### config.mk
export PLATFORM = sky130hd
export DESIGN_NAME = ex_div_ctrl_flat
export DESIGN_NICKNAME = d
export VERILOG_FILES = /design/src/rtl/ex_div_ctrl_if.sv /design/src/rtl/ex_div_ctrl.sv /design/src/flat_wrapper.sv
export SDC_FILE = /design/constraint.sdc
export NUM_CORES = 1
export LEC_CHECK = 0
export BUFFER_PORTS_ARGS = -buffer_cell sky130_fd_sc_hd__clkbuf_2
export CAP_MARGIN = 20
export CORE_ASPECT_RATIO = 1.1
export CORE_UTILIZATION = 50
export CTS_CLUSTER_SIZE = 25
export DETAILED_ROUTE_END_ITERATION = 7
export PLACE_DENSITY = 0.69
export RECOVER_POWER = 50
export SYNTH_ARGS = -nofsm -noshare
export SYNTH_HDL_FRONTEND = slang
export SYNTH_SLANG_ARGS = --single-unit
### constraint.sdc
create_clock -name clk -period 7.8 [get_ports clk]
set_clock_uncertainty 0.2 [all_clocks]
set_input_delay 0 -clock clk [delete_from_list [all_inputs] [get_ports clk]]
set_output_delay 0 -clock clk [all_outputs]
set_load 0.1 [all_outputs]
### src/rtl/ex_div_ctrl_if.sv
// Handshake bundle between the execute stage and the ex_div_ctrl divide sequencer.
// The master side is the pipeline, and the slave side is the divider.
interface ex_div_ctrl_if;
  logic        start_i;
  logic [2:0]  funct3_i;
  logic [31:0] op1_i;
  logic [31:0] op2_i;
  logic [4:0]  rd_addr_i;
  logic        flush_i;
  logic        stall_o;
  logic        rd_wen_o;
  logic [4:0]  rd_addr_o;
  logic [31:0] rd_data_o;

  modport master (
    output start_i, funct3_i, op1_i, op2_i, rd_addr_i, flush_i,
    input  stall_o, rd_wen_o, rd_addr_o, rd_data_o
  );

  modport slave (
    input  start_i, funct3_i, op1_i, op2_i, rd_addr_i, flush_i,
    output stall_o, rd_wen_o, rd_addr_o, rd_data_o
  );
endinterface

### src/rtl/ex_div_ctrl.sv
// RV32M DIV/DIVU/REM/REMU sequencer: 32-cycle radix-2 restoring division with a one-cycle write-back pulse.
// Optional macro DIV_SPECIAL_BYPASS_EN sends divide-by-zero and signed overflow straight from IDLE to DONE.
module ex_div_ctrl (
  input  logic         clk,
  input  logic         rst,
  ex_div_ctrl_if.slave bus
);
  typedef enum logic [1:0] {
    IDLE = 2'd0,
    CALC = 2'd1,
    DONE = 2'd2
  } state_t;

  state_t      state_r;
  logic [4:0]  count_r;
  logic [31:0] op1_r;
  logic [31:0] op2_r;
  logic [2:0]  funct3_r;
  logic [4:0]  rd_addr_r;
  logic [31:0] rem_r;
  logic [31:0] quo_r;
  logic [31:0] div_r;
  logic        neg_q_r;
  logic        neg_r_r;
  logic        rd_wen_r;
  logic [4:0]  rd_addr_out_r;
  logic [31:0] rd_data_r;

  logic        accept_s;
  logic        signed_s;
  logic [31:0] abs1_s;
  logic [31:0] abs2_s;
  logic [32:0] shift_s;
  logic [31:0] rem_next_s;
  logic [31:0] quo_next_s;
  logic [31:0] quo_fix_s;
  logic [31:0] rem_fix_s;
  logic [31:0] result_s;
`ifdef DIV_SPECIAL_BYPASS_EN
  logic        special_s;
`endif

  function automatic logic [31:0] neg32(input logic [31:0] v);
    neg32 = ~v + 32'd1;
  endfunction

  // Accept decision and operand magnitude and sign preparation
  always_comb begin
    accept_s = (state_r == IDLE) & bus.start_i & ~bus.flush_i;
    signed_s = bus.funct3_i[2] & ~bus.funct3_i[0];
    if (signed_s && bus.op1_i[31]) begin
      abs1_s = neg32(bus.op1_i);
    end else begin
      abs1_s = bus.op1_i;
    end
    if (signed_s && bus.op2_i[31]) begin
      abs2_s = neg32(bus.op2_i);
    end else begin
      abs2_s = bus.op2_i;
    end
`ifdef DIV_SPECIAL_BYPASS_EN
    special_s = (bus.op2_i == 32'd0) |
                (signed_s & (bus.op1_i == 32'h8000_0000) & (bus.op2_i == 32'hFFFF_FFFF));
`endif
  end

  // One restoring-division step; the 33-bit compare covers a shifted remainder past 32 bits
  always_comb begin
    shift_s = {rem_r, quo_r[31]};
    if (shift_s >= {1'b0, div_r}) begin
      rem_next_s = shift_s[31:0] - div_r;
      quo_next_s = {quo_r[30:0], 1'b1};
    end else begin
      rem_next_s = shift_s[31:0];
      quo_next_s = {quo_r[30:0], 1'b0};
    end
  end

  // Sign correction, forced special-case values and final result selection
  always_comb begin
    if (op2_r == 32'd0) begin
      quo_fix_s = 32'hFFFF_FFFF;
      rem_fix_s = op1_r;
    end else if (funct3_r[2] && !funct3_r[0] &&
                 (op1_r == 32'h8000_0000) && (op2_r == 32'hFFFF_FFFF)) begin
      quo_fix_s = 32'h8000_0000;
      rem_fix_s = 32'd0;
    end else begin
      quo_fix_s = neg_q_r ? neg32(quo_r) : quo_r;
      rem_fix_s = neg_r_r ? neg32(rem_r) : rem_r;
    end
    result_s = funct3_r[1] ? rem_fix_s : quo_fix_s;
  end

  // Sequencer FSM with registered write-back outputs
  always_ff @(posedge clk or posedge rst) begin
    if (rst) begin
      state_r       <= IDLE;
      count_r       <= 5'd0;
      op1_r         <= 32'd0;
      op2_r         <= 32'd0;
      funct3_r      <= 3'd0;
      rd_addr_r     <= 5'd0;
      rem_r         <= 32'd0;
      quo_r         <= 32'd0;
      div_r         <= 32'd0;
      neg_q_r       <= 1'b0;
      neg_r_r       <= 1'b0;
      rd_wen_r      <= 1'b0;
      rd_addr_out_r <= 5'd0;
      rd_data_r     <= 32'd0;
    end else begin
      rd_wen_r <= 1'b0;
      case (state_r)
        IDLE: begin
          if (accept_s) begin
            op1_r     <= bus.op1_i;
            op2_r     <= bus.op2_i;
            funct3_r  <= bus.funct3_i;
            rd_addr_r <= bus.rd_addr_i;
            rem_r     <= 32'd0;
            quo_r     <= abs1_s;
            div_r     <= abs2_s;
            neg_q_r   <= signed_s & (bus.op1_i[31] ^ bus.op2_i[31]);
            neg_r_r   <= signed_s & bus.op1_i[31];
            count_r   <= 5'd0;
`ifdef DIV_SPECIAL_BYPASS_EN
            state_r   <= special_s ? DONE : CALC;
`else
            state_r   <= CALC;
`endif
          end else begin
            state_r <= IDLE;
          end
        end
        CALC: begin
          if (bus.flush_i) begin
            state_r <= IDLE;
          end else begin
            rem_r   <= rem_next_s;
            quo_r   <= quo_next_s;
            count_r <= count_r + 5'd1;
            state_r <= (count_r == 5'd31) ? DONE : CALC;
          end
        end
        DONE: begin
          if (bus.flush_i) begin
            state_r <= IDLE;
          end else begin
            rd_wen_r      <= 1'b1;
            rd_addr_out_r <= rd_addr_r;
            rd_data_r     <= result_s;
            state_r       <= IDLE;
          end
        end
        default: state_r <= IDLE;
      endcase
    end
  end

  assign bus.stall_o   = accept_s | (state_r == CALC);
  assign bus.rd_wen_o  = rd_wen_r;
  assign bus.rd_addr_o = rd_addr_out_r;
  assign bus.rd_data_o = rd_data_r;
endmodule

### src/flat_wrapper.sv
// flat-port wrapper written by rule: the top's interface ports become plain ports
module ex_div_ctrl_flat 
  (clk, rst, bus_start_i, bus_funct3_i, bus_op1_i, bus_op2_i, bus_rd_addr_i, bus_flush_i, bus_stall_o, bus_rd_wen_o, bus_rd_addr_o, bus_rd_data_o);
  ex_div_ctrl_if bus_i ();
  input  logic clk;
  input  logic rst;
  input wire logic [$bits(bus_i.start_i)-1:0] bus_start_i;
  input wire logic [$bits(bus_i.funct3_i)-1:0] bus_funct3_i;
  input wire logic [$bits(bus_i.op1_i)-1:0] bus_op1_i;
  input wire logic [$bits(bus_i.op2_i)-1:0] bus_op2_i;
  input wire logic [$bits(bus_i.rd_addr_i)-1:0] bus_rd_addr_i;
  input wire logic [$bits(bus_i.flush_i)-1:0] bus_flush_i;
  output wire logic [$bits(bus_i.stall_o)-1:0] bus_stall_o;
  output wire logic [$bits(bus_i.rd_wen_o)-1:0] bus_rd_wen_o;
  output wire logic [$bits(bus_i.rd_addr_o)-1:0] bus_rd_addr_o;
  output wire logic [$bits(bus_i.rd_data_o)-1:0] bus_rd_data_o;
  assign bus_i.start_i = bus_start_i;
  assign bus_i.funct3_i = bus_funct3_i;
  assign bus_i.op1_i = bus_op1_i;
  assign bus_i.op2_i = bus_op2_i;
  assign bus_i.rd_addr_i = bus_rd_addr_i;
  assign bus_i.flush_i = bus_flush_i;
  assign bus_stall_o = bus_i.stall_o;
  assign bus_rd_wen_o = bus_i.rd_wen_o;
  assign bus_rd_addr_o = bus_i.rd_addr_o;
  assign bus_rd_data_o = bus_i.rd_data_o;
  ex_div_ctrl u_core (.clk(clk), .rst(rst), .bus(bus_i));
endmodule
Yosys cells after proc, flatten, opt, wreduce, memory -nomap -nowiden
Index checks and enable logic that the tools add are counted.
W data, S select, Z words.
{ "word_totals": {"ff_bits": 215, "in_bits": 76, "output_inout_bits": 39, "elab_cells": 79} }
{ "classes": {"n_addsub": 6, "order_cmp": 1, "n_eq_ne": 7, "mux": 26, "bitwise_logic": 13, "n_reduce_logical": 12} }
{ "ops": {"columns": ["op", "n"], "rows": [
  ["$mux W32", 14],
  ["$add A32 B1 Y32 const B", 4],
  ["$not A32 Y32", 4],
  ["$pmux W32 S2", 2],
  ["$eq A32 B32 Y1 const B", 2],
  ["$ge A33 B32 Y1", 1],
  ["$logic_not A32 Y1", 1],
  ["$sub A32 B32 Y32", 1],
  ["$mux W5", 2],
  ["$pmux W5 S2", 1],
  ["$add A5 B1 Y5 const B", 1],
  ["$and A1 B1 Y1", 5],
  ["$eq A5 B5 Y1 const B", 1],
  ["$logic_and A1 B1 Y1", 5],
  ["$mux W1", 4],
  ["$mux W2", 2],
  ["$pmux W2 S2", 1],
  ["$reduce_and A2 Y1", 2],
  ["$reduce_and A3 Y1", 1],
  ["$eq A2 B1 Y1 const B", 1],
  ["$eq A2 B2 Y1 const B", 1],
  ["$logic_not A2 Y1", 1],
  ["$ne A2 B1 Y1 const B", 1],
  ["$ne A2 B2 Y1 const B", 1],
  ["5 further kinds", 6]
]} }

Longest topological paths before layout
Gate-level depths: netlist of the first run.
{ "depth": {"word_depth": 7, "mapped_depth": 14} }

Worst setup path before layout of the first run
No wires, ideal clock.
{ "synth_path": {"path_type": "register -> register", "startpoint": "reg u_core.rem_r[0]", "endpoint": "reg u_core.rem_r[0]", "setup_ns": 0.121, "arrival_ns": 2.827, "required_ns": 7.479, "setup_slack_ns": 4.652, "path_stages_with_launch": 12, "n_path_buf": 2, "period_less_slack_ns": 3.148, "cell_sequence": "dfrtp_1 ha_1 nor2b_1 o31a_1 o21ai_0 o21bai_1 a221o_1 a31oi_1 clkbuf_1 buf_2 o21ai_0 a22o_1"} }
{ "synth_via": {"elab_chain_cells": 4} }
{ "synth_lines": {"columns": ["item", "line_no", "source"], "rows": [
  ["from (decl)", "ex_div_ctrl.sv:20", "logic [31:0] rem_r;"],
  ["from (signal assigned)", "ex_div_ctrl.sv:140", "rem_r <= rem_next_s;"],
  ["$ge A33 B32 Y1", "ex_div_ctrl.sv:70", "if (shift_s >= {1'b0, div_r}) begin"],
  ["$mux W32", "ex_div_ctrl.sv:70", null],
  ["$mux W32", "ex_div_ctrl.sv:137", "if (bus.flush_i) begin"],
  ["$pmux W32 S2", "ex_div_ctrl.sv:114", "case (state_r)"]
]} }
No other way between the ends. The select of a mux whose other input is x is not followed.
A chain may end at the register's enable or synchronous reset.

Worst setup path after layout of the first run
{ "layout_path": {"startpoint": "reg u_core.state_r[0]", "endpoint": "reg u_core.div_r[1]"} }
{ "layout_via": {"elab_chain_cells": 4} }
{ "layout_lines": {"columns": ["item", "line_no", "source"], "rows": [
  ["from (decl)", "ex_div_ctrl.sv:14", "state_t state_r;"],
  ["from (signal assigned)", "ex_div_ctrl.sv:143", "state_r <= (count_r == 5'd31) ? DONE : CALC;"],
  ["$logic_not A2 Y1 (*)", "ex_div_ctrl.sv:49, ex_div_ctrl.sv:114", null],
  ["$and A1 B1 Y1 (2 in a row)", "ex_div_ctrl.sv:49", "accept_s = (state_r == IDLE) & bus.start_i & ~bus.flush_i;"],
  ["$reduce_and A2 Y1 (no line) (*)", null, null],
  ["to (signal assigned)", "ex_div_ctrl.sv:123", "div_r <= abs2_s;"],
  ["to (decl)", "ex_div_ctrl.sv:22", "logic [31:0] div_r;"]
]} }
Every way passes the cells marked *; elsewhere a longest branch is shown, timed or not.

==> results list, run 1 <==
- DRC violations left: 1
- Gp weighted congestion: roughly 0.96
* Buffers on Ports: 114
* Critical-path cell list: o21ai_4 > clkbuf_1 > nor2_4 > buf_4 > nor2_1 > a31oi_1
- Final total negative setup slack: 0 ps
- Clock tree from TritonCTS: yes
* Area added between synthesis and finish: 17.9%
- Setup WS pre-CTS: slightly below 4000 ps
- TritonCTS created 26 clock buffers.
- Distinct cell type count of the synthesized netlist: approximately 70
- Post-CTS timing repair inserted 0 buffers for setup.
- Sequential cells burn 32.3% of the power.
- Buffer cell driving the clock tree root: clkbuf_16
- For this run, the top clock speed supported by timing is 189 MHz.
- Entering global routing, the biggest net connects 120 pins.
- In this run the number of H-tree levels came out at 1.
- Die boundary width: between 150 and 200 µm
- The first routing iteration left 1193 violations.
* Final min period: 5300 ps
* Ratio of cells with drive above 1 in the final layout: 8.32%
- Sequential element share of the synthesized area: 38.9%
- Bufs on Longest Clock Path: 3
- After floorplanning, the core was divided into 63 placement rows.
- Required time of the critical path: 7980 ps
* Worst-skew pair later-pin latency: approximately 560 ps
- Startpoint-to-endpoint class of the critical path: reg2reg
- For this run, the detailed router's first-pass iteration total came to 8.
- The largest single stage delay on the critical path is 2810 ps.
- Leakage power total: 7.60 nW
- For this configuration, the core starts out at a cell density of 51.0%.
* GRT Total Usage: 29.9%
- Die outline area: approximately 28000 µm²
* Slew Viols, Final: 240
* Number of warning messages in the yosys log: 0
- DP Wirelength: 29200 µm
- Of the available clock period, the critical path in the final layout requires 68.0%.
* Total power of the final layout: 5.54 mW
- The flow ran to the end, but the final reports show violations.
- Each instance of the synthesized netlist takes up on average 8.08 µm².
- Switching part of the total: between 40% and 50%
- Commonest non-fill, non-tap cells in the layout: nand2_1, dfrtp_1, o21ai_0, a21oi_1, dlygate4sd3_1
- Worst setup SP type: flip-flop
* Internal Power: ~3.2 mW
- Post-layout worst setup margin: 2500 ps
* Count of vias placed by the detailed router: 13200
- Top fanout value on the critical path: 87
* Path type of the worst min-delay path: in2reg
- After synthesis, the share of flip-flops with an asynchronous set or reset is 100%.
- The repair_antennas step left the layout with diodes totalling 0.
- Post-Synthesis Cell Area: 13800 µm²
- At the worst endpoint, the arrival time is 5490 ps.
- Peak supply drop: around 0.19 mV
- The die is 176 µm tall.
- In the final design database the tool counted between 1500 and 2000 nets.
- Worst slew pin tran: 4020 ps
- Antenna violations before repair: 0
- The via count of the first global-routing pass came to 12400.
- Worst Hold Margin: 2.69 ps
- The final-report hold violation count is 0.
- Num ports: between 100 and 150
* Clock network fraction of design power: between 20% and 30%
* Core Area: 27000 µm²
- Setup repair after global routing left no endpoint under its margin.
* Post-synthesis sequential element count: 214
- Per report_power, the combinational group accounts for 44.3% of the total.
- Yosys mapped a number of flops with a built-in enable equal to 0.
- The routed design has 42100 µm of wire.
- The number of nets handed over by synthesis was 1821.
- The largest individual stage delay along the critical path comes from the cell clkbuf_1.
- After detailed routing, the average wire length per cell comes to 19.0 µm.
- Gr ovfl total: 0
- Sort of element at the end of the critical path: flip-flop
* Final setup violation count: 0
- Most common library cell in the layout ignoring fill and taps: nand2_1
* Number of instances in the synthesized netlist: roughly 1700
- Counting every sink on the clock net gives 214.
* Power density relative to cell area: 341 nW/µm²
- Max-cap violations in this run came to 4.
- In the routed layout, each cell is associated on average with a via count of a little under 6.
- In this run the tightest slew margin relative to its limit is -168%.
- The first global-routing pass estimated around 67000 µm of wire.
- Clk pin slew, worst setup/hold paths: about 60 ps
- Switching power: approximately 2.4 mW
* Count of non-filler cells in the finished layout: 2220
* Violated checks: DRC, capacitance limit, slew limit
- The detail route stage leaves a number of antenna-violating nets equal to 0.
- Including well taps, the total number of placed cells is 2090.
- Among all flip-flop cells after synthesis, the most frequent one is dfrtp_1.
[repair_timing]
action / CTS / global route
hold buffers: 80 / 0
resized for setup: 0 / 0
endpoints found under the hold margin: 256 / 0
endpoints found under the setup margin: 0 / 0
[stage by stage]
stage          util (%)  area [µm²]
2_1_floorplan         -       13800
3_3_place_gp       53.8       14500
3_5_place_dp       53.8       14500
4_1_cts            60.2       16300
5_1_grt            60.1       16300
6_report           60.1       16300
[critical path, delay by kind of cell (launching register included)]
kind / cells / cell delay [ps]
AOI/OAI and AO/OA: 2 / 240
buffers and inverters: 2 / 3360
DFF: 1 / 460
and+or+nand+nor: 2 / 830
[cells in the mapped netlist, drive strengths merged, types with 16 or more instances]
library cell / instances / share of area, %
a22o: 17 / 1.1
buf: 16 / 0.68
a21o: 34 / 1.9
nand2: 410 / 11
dfrtp: 214 / 39
xnor2: 71 / 4.5
nor4: 29 / 1.4
o211ai: 23 / 1.3
nor2: 79 / 2.2
clkbuf: 83 / 2.3
nand4: 18 / 0.82
xor2: 68 / 4.3
nor3: 19 / 0.69
o31ai: 23 / 1.5
nand3: 32 / 1.2
ha: 38 / 3.4
a21oi: 93 / 3.4
inv: 56 / 1.5
o21ai: 187 / 6.8
[metal layers]
layer / part of all wire [%] / GRT usage (%) / up-vias / routed length [µm]
li1: - / - / 6255 / -
met1: 43 / 41.3 / 6293 / 17900
met2: 46 / 47.2 / 580 / 19400
met3: 8.3 / 4.60 / 91 / 3490
met4: 3.3 / 11.5 / 0 / 1380
met5: 0 / 0 / - / 0
[state kept, by name, indices dropped and copies added (netlist names), 2 cells and up]
| register | cells |
|---|---|
| u_core.bus.rd_data_o | 32 |
| u_core.div_r | 31 |
| u_core.bus.rd_addr_o | 5 |
| u_core.funct3_r | 3 |
| u_core.state_r | 2 |
| u_core.rd_addr_r | 5 |
| u_core.rem_r | 32 |
| u_core.quo_r | 32 |
| u_core.op1_r | 32 |
| u_core.count_r | 5 |
| u_core.op2_r | 32 |
[layout make-up]
class	count	area, µm²
repair buffers	208	1450
multi-input cells	1336	7850
well taps	357	447
flip-flops and latches	214	5360
fillers	2414	10800
clock buffers	35	754
inverters	57	221
clock inverters	13	173
[final timing paths]
path                       slack [ps]  depth (start not counted)                                  end                       startpoint
setup reg to reg                 2500                          6          u_core.div_r[1]$_DFFE_PP0P_      u_core.state_r[0]$_DFF_PP0_
max in group asynchronous        3340                          6         u_core.quo_r[24]$_DFFE_PP0P_                              rst
hold / removal                      3                          4      u_core.rd_addr_r[4]$_DFFE_PP0P_                 bus_rd_addr_i[4]
setup / recovery                 2500                          6          u_core.div_r[1]$_DFFE_PP0P_      u_core.state_r[0]$_DFF_PP0_
min in group asynchronous         520                          4         u_core.rem_r[18]$_DFFE_PP0P_                              rst
hold reg to reg                   270                          2  u_core.bus.rd_addr_o[3]$_DFFE_PP0P_  u_core.rd_addr_r[3]$_DFFE_PP0P_
[logic make-up after synthesis]
kind of cell,after synthesis,synth area share (%)
adder cells (fa/ha/maj),39,3.60
AO/OA/AOI/OAI,474,21.5
AND/OR/NAND/NOR,672,21.8
XOR/XNOR,139,8.83
flip-flops,214,38.9
multiplexers,12,0.872
buffers and inverters,156,4.52
[power by group through the flow]
stage	combinational (mW)	clock (mW)	sequential, mW
floorplan	1.84	0	1.64
global placement	2.32	0	1.78
detailed placement	2.34	0	1.80
CTS	2.39	1.31	1.78
global route	2.71	1.36	1.82
finish	2.45	1.30	1.79
No activity file was read; power rests on OpenSTA's default activity.
==> run 2, diff against run 1 <==
--- a/config.mk
+++ b/config.mk
@@ -11,7 +11,7 @@
 export CORE_UTILIZATION = 50
 export CTS_CLUSTER_SIZE = 25
 export DETAILED_ROUTE_END_ITERATION = 7
-export PLACE_DENSITY = 0.69
+export PLACE_DENSITY = 0.71
 export RECOVER_POWER = 50
 export SYNTH_ARGS = -nofsm -noshare
 export SYNTH_HDL_FRONTEND = slang
==> constraint.sdc (replaced) <==
create_clock -name clk -period 4.3 [get_ports clk]
set_clock_uncertainty 0.2 [all_clocks]
set_input_delay 0 -clock clk [delete_from_list [all_inputs] [get_ports clk]]
set_output_delay 0 -clock clk [all_outputs]
set_load 0.1 [all_outputs]
==> run 2 against run 1 <==
Net effect:
- the run ends with capacitance limit, slew limit left
- utilization increased by 0.88 points
- combinational power increased by 84%
- hold slack improved by 63 ps
- wire length increased by 2.9%
- first-iteration DRC count increased by 13%
- flip-flop and latch count unchanged
- sequential power increased by 83%
- via count increased by 2.7%
- count of clock-buffer cells in the layout decreased by 2
- critical path depth unchanged
==> results list, run 2 (synthesis results as in run 1) <==
- The critical path required time is 4580 ps (-3400 ps).
- The worst setup slack for register-to-register paths came to 500 ps (-1990 ps).
- Bufs on Longest Clock Path: 3 (unchanged)
- Number of vias per cell after detailed routing: 6.02 (+1.1%)
- The share of post-route cells with drive strength above 1 was 8.38% (+0.057 points).
- The worst setup path is launched from a flip-flop.
- TritonCTS built the clock tree.
* Top fanout value on the critical path: 44 (-49%)
* Violated checks: capacitance limit, slew limit
* FP Rows: 63 (unchanged)
- Largest net degree at the start of global routing: 145 (+21%)
- The final-report hold violation count came to 0 (unchanged).
- Die boundary height: 176 µm (unchanged)
* Final total negative setup slack: 0 ps (unchanged)
* Total power of the final layout: 9.88 mW (+79%)
- The static leakage power came to 7.66 nW (+0.79%).
* Worst slew pin tran: 1870 ps (-2140 ps)
- The clock latency of the later-clocked register in the worst-skew pair was 540 ps (-20 ps).
- The total setup buffers inserted after CTS came to 0 (unchanged).
- Area added between synthesis and finish: 19.7%
* Path type of the worst min-delay path: in2reg
* CTS H-tree depth: 1 (unchanged)
- Sort of element at the end of the critical path: flip-flop
- Startpoint-to-endpoint class of the critical path: reg2reg
* Die outline area: 28200 µm² (unchanged)
- The final count of pins violating max slew was 142 (-41%).
- Max transition margin: -24.8% (+140 points)
- Core Area: 27000 µm² (unchanged)
- Hold path startpoint: bus_op2_i[18]
- The via count of the routed design came to 13600 (+2.7%).
- The worst endpoint data arrival time was 4080 ps (-1410 ps).
* GRT Total Usage: 30.6% (+0.77 points)
- The number of violations reported at the end of detailed-routing iteration 0 is 1350 (+13%).
* Destination of the worst hold path: u_core.op2_r[18]$_DFFE_PP0P_
- The count of cells along the worst register-to-register path is 6 (unchanged).
- In this run the clock root is driven by a clkbuf_16.
* Inserted Clock Buffers: 25 (-3.8%)
- Gp weighted congestion: 0.935 (-2.2%)
* Hold-critical path depth: 4 (unchanged)
- Fmax: 263 MHz (+40%)
- DP Wirelength: 30000 µm (+2.5%)
- Setup repair after global routing left no endpoint under its margin.
- The number of max-cap violations came to 3 (-1).
- Critical register-to-register path endpoint: u_core.quo_r[25]$_DFFE_PP0P_
* Final min period: 3800 ps (-1510 ps)
- Total of fill cells in the finished design: 2386 (-1.2%)
- Antenna Violating Nets Remaining: 0 (unchanged)
- The count of input and output buffers is 114 (unchanged).
- Gr ovfl total: 0 (unchanged)
- The number of clock sinks was 214 (unchanged).
- Number of search-and-repair iterations in the first detailed-routing pass: 8 (unchanged)
* Final setup violation count: 0 (unchanged)
* DR WL/cell: 19.2 µm (+1.3%)
- Final worst path period share: 88.3% (+20 points)
* Routed wire length: 43400 µm (+2.9%)
- Area used by sequential logic in the layout: 5360 µm² (unchanged)
- Run status: finished with violations
- The detailed-route DRC error count came to 0 (-1).
* Clk pin slew, worst setup/hold paths: 60 ps (about the same)
- The library cell used most frequently in the layout, excluding fill and tap cells, is nand2_1.
- The via count of the first global-routing pass is 12800 (+3.4%).
* Cts repair resizes: 0 (unchanged)
- The I/O pin count came to 115 (unchanged).
* Launching point of the worst reg2reg path: u_core.state_r[0]$_DFF_PP0_
- Peak supply drop: 0.351 mV (+83%)
- The final antenna diode count came to 0 (unchanged).
- The initial core utilization was 51.0% (unchanged).
* Antenna violations before repair: 1 (+1)
* Layout Nets: 1999 (+2.1%)
- In the layout the commonest cells are nand2_1, dfrtp_1, o21ai_0, dlygate4sd3_1, a21oi_1.
* Power density relative to cell area: 599 nW/µm² (+76%)
- The footprint of the multi-input gates was 7860 µm² (about the same).
- The first-pass GRT wire length was 69200 µm (+3.3%).
- The die extent in x was 160 µm (unchanged).
## run 2: cell count changes in the layout (fill, tap and decap cells not counted), moves of 2 or more
cell,before,now
clkbuf_2,76,80
buf_4,8,17
clkinv_4,3,1
buf_16,2,0
clkbuf_8,7,4
dlygate4sd3_1,80,112
clkinvlp_4,4,2
## run 2: layout make-up
| cell class | count | share of cell area, % |
|---|---|---|
| inverters | 57 | 1.30 |
| repair buffers | 250 | 11.0 |
| flip-flops and latches | 214 | 32.5 |
| well taps | 357 | 2.71 |
| clock inverters | 8 | 0.622 |
| clock buffers | 33 | 4.22 |
| multi-input cells | 1336 | 47.6 |
## run 2: metal layers
metal  up-vias  share of wire, %  GRT usage, %
met3       119               7.1          3.95
met4         2               3.8          11.6
met5         -             0.023             0
met1      6503                43          42.0
li1       6340                 -             -
met2       613                46          49.5
## run 2: how the worst max path moves through the flow
stage | endpoint | slack [ps] | startpoint | cells after the start
finish | u_core.quo_r[25]$_DFFE_PP0P_ | 500 | u_core.state_r[0]$_DFF_PP0_ | 6
global route | u_core.quo_r[25]$_DFFE_PP0P_ | 300 | u_core.state_r[0]$_DFF_PP0_ | 6
detailed placement | u_core.rem_r[24]$_DFFE_PP0P_ | 880 | u_core.quo_r[31]$_DFFE_PP0P_ | 13
floorplan | u_core.rem_r[0]$_DFFE_PP0P_ | 1150 | u_core.rem_r[0]$_DFFE_PP0P_ | 11
CTS | u_core.rem_r[14]$_DFFE_PP0P_ | 860 | u_core.rem_r[0]$_DFFE_PP0P_ | 10
global placement | u_core.rem_r[18]$_DFFE_PP0P_ | 900 | u_core.rem_r[0]$_DFFE_PP0P_ | 10
## run 2: per-stage QoR
step	std cells	worst slack, ps	cell area (µm²)	hold WS [ps]	utilization [%]
after floorplan	1706	1150	13800	-94.6	-
after global placement	2102	897	14600	-203	54.1
after detailed placement	2102	880	14600	-202	54.1
after CTS	2255	856	16600	52.4	61.2
after global routing	2255	297	16500	85.1	61.0
final	2255	501	16500	65.4	61.0
## run 2: what timing repair did
| action | in CTS | in global routing |
|---|---|---|
| endpoints found under the hold margin | 369 | 0 |
| setup endpoints to repair | 0 | 0 |
| hold buffers | 112 | 0 |
## run 2: worst max-delay path: stages, from the launching register on
cell and delay (ps):
dfrtp_1 450, o21ai_4 220, clkbuf_1 1360, buf_4 670, nand2_1 130, o211ai_1 110
dlygate4sd3_1 570
## run 2: report_power, final
group | switching (mW) | internal (mW)
clock network | 0.866 | 1.25
registers | 0.732 | 2.53
logic | 2.69 | 1.82
total | 4.29 | 5.60
==> run 3, diff against run 2 <==
--- a/config.mk
+++ b/config.mk
@@ -5,7 +5,7 @@
 export SDC_FILE = /design/constraint.sdc
 export NUM_CORES = 1
 export LEC_CHECK = 0
-export BUFFER_PORTS_ARGS = -buffer_cell sky130_fd_sc_hd__clkbuf_2
+export BUFFER_PORTS_ARGS = -buffer_cell sky130_fd_sc_hd__buf_2
 export CAP_MARGIN = 20
 export CORE_ASPECT_RATIO = 1.1
 export CORE_UTILIZATION = 50
==> run 3 against run 2 <==
Net effect:
- the run still ends with capacitance limit, slew limit left
- die area stayed put
- global-route usage fell by 0.58 points
- hold slack lost 45 ps
- non-clock buffer count down 32
- combinational power fell by 1%
- setup slack improved by 120 ps
- total power up 0.46%
- register-to-register slack improved by 230 ps
- critical path type is now in2reg
- largest cell class unchanged
==> results list, run 3 (synthesis results as in run 1) <==
- Run status: finished with violations
* Violated checks: capacitance limit, slew limit
- The first-pass GRT wire length came to 67800 µm (-2.0%).
* Number of vias per cell after detailed routing: 5.99 (-0.53%)
- Worst-skew pair later-pin latency: 550 ps (about the same)
* Largest net degree at the start of global routing: 113 (-22%)
- The detailed-route DRC error count came to 0 (unchanged).
* Cell with the most instances on the worst path: dlygate4sd3_1
* Critical path's slowest cell: or4_1
- Max transition margin: -30.1% (-5.3 points)
* Antenna violations before repair: 1 (unchanged)
* Ratio of cells with drive above 1 in the final layout: 8.57% (+0.19 points)
- The aggregate global-route resource usage is 30.1% (-0.58 points).
- The library cell used most frequently in the layout, excluding fill and tap cells, is nand2_1.
- The final-layout worst hold slack came to 20.0 ps (-45.4 ps).
- The initial core utilization is 51.0% (unchanged).
- The via count of the routed design was 13300 (-1.8%).
- Cts repair resizes: 0 (unchanged)
- The maximum fanout count along the critical path came to 7 (-84%).
- The achievable clock frequency was 272 MHz (+3.2%).
- Die outline area: 28200 µm² (unchanged)
- Peak supply drop: 0.330 mV (-5.7%)
- The maximum level of the CTS H-tree came to 1 (unchanged).
- Required time of the critical path: 4530 ps (-50 ps)
- Die boundary height: 176 µm (unchanged)
* Setup Fix Bufs, Post-CTS: 0 (unchanged)
- Bufs on Longest Clock Path: 3 (unchanged)
* Internal Power: 5.65 mW (+0.96%)
* Switching part of the total: 43.1% (-0.28 points)
- Power density relative to cell area: 612 nW/µm² (+2.1%)
- Routed wire length: 42600 µm (-1.9%)
* Path type of the worst min-delay path: in2reg
- The signal on the critical path passes through dlygate4sd3_1 > buf_2 > or4_1 > nor4_1 > and3b_1 > and2_1 > a31oi_1 > xnor2_1 > dlygate4sd3_1 > o211ai_1 > dlygate4sd3_1.
* Initial drt markers: 1038 (-23%)
- Sort of element at the end of the critical path: flip-flop
- The fraction of power consumed by sequential logic came to 32.9% (-0.2 points).
* Final total negative setup slack: 0 ps (unchanged)
- Clk pin slew, worst setup/hold paths: 60 ps (about the same)
- The detailed placement HPWL came to 30000 µm (+0.15%).
- The number of CTS-inserted buffers was 24 (-4.0%).
* Slew Viols, Final: 35 (-75%)
- Leakage power total: 7.59 nW (-0.84%)
- The number of standard-cell rows in the floorplan came to 63 (unchanged).
- Switching power: 4.28 mW (-0.20%)
* Buffer cell driving the clock tree root: clkbuf_16
- Area used by sequential logic in the layout: 5360 µm² (unchanged)
* Antenna Violating Nets Remaining: 0 (unchanged)
- The placeable core area came to 27000 µm² (unchanged).
- The weighted congestion reported at the end of routability-driven placement is 0.930 (-0.53%).
- The worst endpoint data arrival time came to 3910 ps (-170 ps).
- TritonCTS Sinks: 214 (unchanged)
- Commonest non-fill, non-tap cells in the layout: nand2_1, dfrtp_1, o21ai_0, a21oi_1, dlygate4sd3_1
- Delay contributed by the slowest stage of the critical path: 600 ps (-760 ps)
* Die boundary width: 160 µm (unchanged)
- The count of input and output buffers is 114 (unchanged).
* Final min period: 3680 ps (-117 ps)
* Max Cap Violations: 1 (-2)
- Final setup violation count: 0 (unchanged)
- Combined area of the multi-input logic cells: 7860 µm² (unchanged)
- Number of search-and-repair iterations in the first detailed-routing pass: 5 (-3)
* Final worst path period share: 85.6% (-2.7 points)
- The via count of the first global-routing pass came to 12500 (-2.4%).
- Setup repair after global routing left no endpoint under its margin.
- STA classifies the critical path startpoint as an input pin.
* Clock tree from TritonCTS: yes
- Clock network fraction of design power: 22.3% (+0.9 points)
- Worst slew pin tran: 1950 ps (+79.5 ps)
- Startpoint-to-endpoint class of the critical path: in2reg
* Quantity of hold-fixing buffers added after cts: 81 (-28%)
* Area added between synthesis and finish: 17.7%
- The final-report hold violation count is 0 (unchanged).
- DR WL/cell: 19.1 µm (-0.58%)
- Gr ovfl total: 0 (unchanged)
- The I/O pin count was 115 (unchanged).
- The fill cell instance count of the final layout came to 2401 (+0.63%).
* Layout Nets: 1966 (-1.7%)
* Share of total power in combinational logic: 44.8% (-0.8 points)
run 3: final cells by class:
type / instances / share of cell area [%]
inverters: 57 / 1.33
clock buffers: 31 / 4.11
well taps: 357 / 2.75
repair buffers: 218 / 9.29
diodes: 1 / 0.0154
multi-input cells: 1336 / 48.4
clock inverters: 12 / 1.07
flip-flops and latches: 214 / 33.0
run 3: worst paths after layout:
| kind | endpoint | slack (ps) | startpoint | cells after the start |
|---|---|---|---|---|
| worst max register to register | u_core.rem_r[16]$_DFFE_PP0P_ | 730 | u_core.div_r[1]$_DFFE_PP0P_ | 11 |
| min in group asynchronous | u_core.bus.rd_data_o[17]$_DFFE_PP0P_ | 590 | rst | 4 |
| worst min register to register | u_core.bus.rd_addr_o[0]$_DFFE_PP0P_ | 270 | u_core.rd_addr_r[0]$_DFFE_PP0P_ | 2 |
| max in group asynchronous | u_core.quo_r[6]$_DFFE_PP0P_ | 1000 | rst | 5 |
| worst min-delay path | u_core.rd_addr_r[1]$_DFFE_PP0P_ | 20 | bus_rd_addr_i[1] | 4 |
| worst max-delay path | u_core.quo_r[26]$_DFFE_PP0P_ | 620 | bus_op1_i[8] | 11 |
run 3: worst max-delay path: cells and delay by family:
| family | cells | cell delay [ps] |
|---|---|---|
| AND/OR/NAND/NOR | 4 | 1600 |
| AO/OA/AOI/OAI | 2 | 250 |
| buffers and inverters | 4 | 1850 |
| XOR/XNOR | 1 | 210 |
run 3: power groups by stage:
stage	clock network [mW]	logic, mW	registers, mW
after detailed placement	0	4.30	3.26
after CTS	2.24	4.39	3.23
after global placement	0	4.24	3.24
final	2.22	4.45	3.26
after floorplan	0	3.34	2.98
after global routing	2.32	4.93	3.32
run 3: through the flow:
step / instances / utilization, % / instance area, µm² / setup slack, ps / total power [mW]
3_3_place_gp: 2101 / 54.2 / 14600 / 849 / 7.49
2_1_floorplan: 1706 / - / 13800 / 1150 / 6.32
6_report: 2226 / 60.0 / 16200 / 618 / 9.93
3_5_place_dp: 2101 / 54.2 / 14600 / 769 / 7.56
4_1_cts: 2225 / 60.3 / 16300 / 747 / 9.86
5_1_grt: 2225 / 60.0 / 16200 / 472 / 10.6
run 3: metal layers:
layer	GRT usage (%)	part of all wire, %
met3	4.25	7.6
met2	48.4	46
met5	0	0.031
met1	41.9	43
met4	9.33	2.8
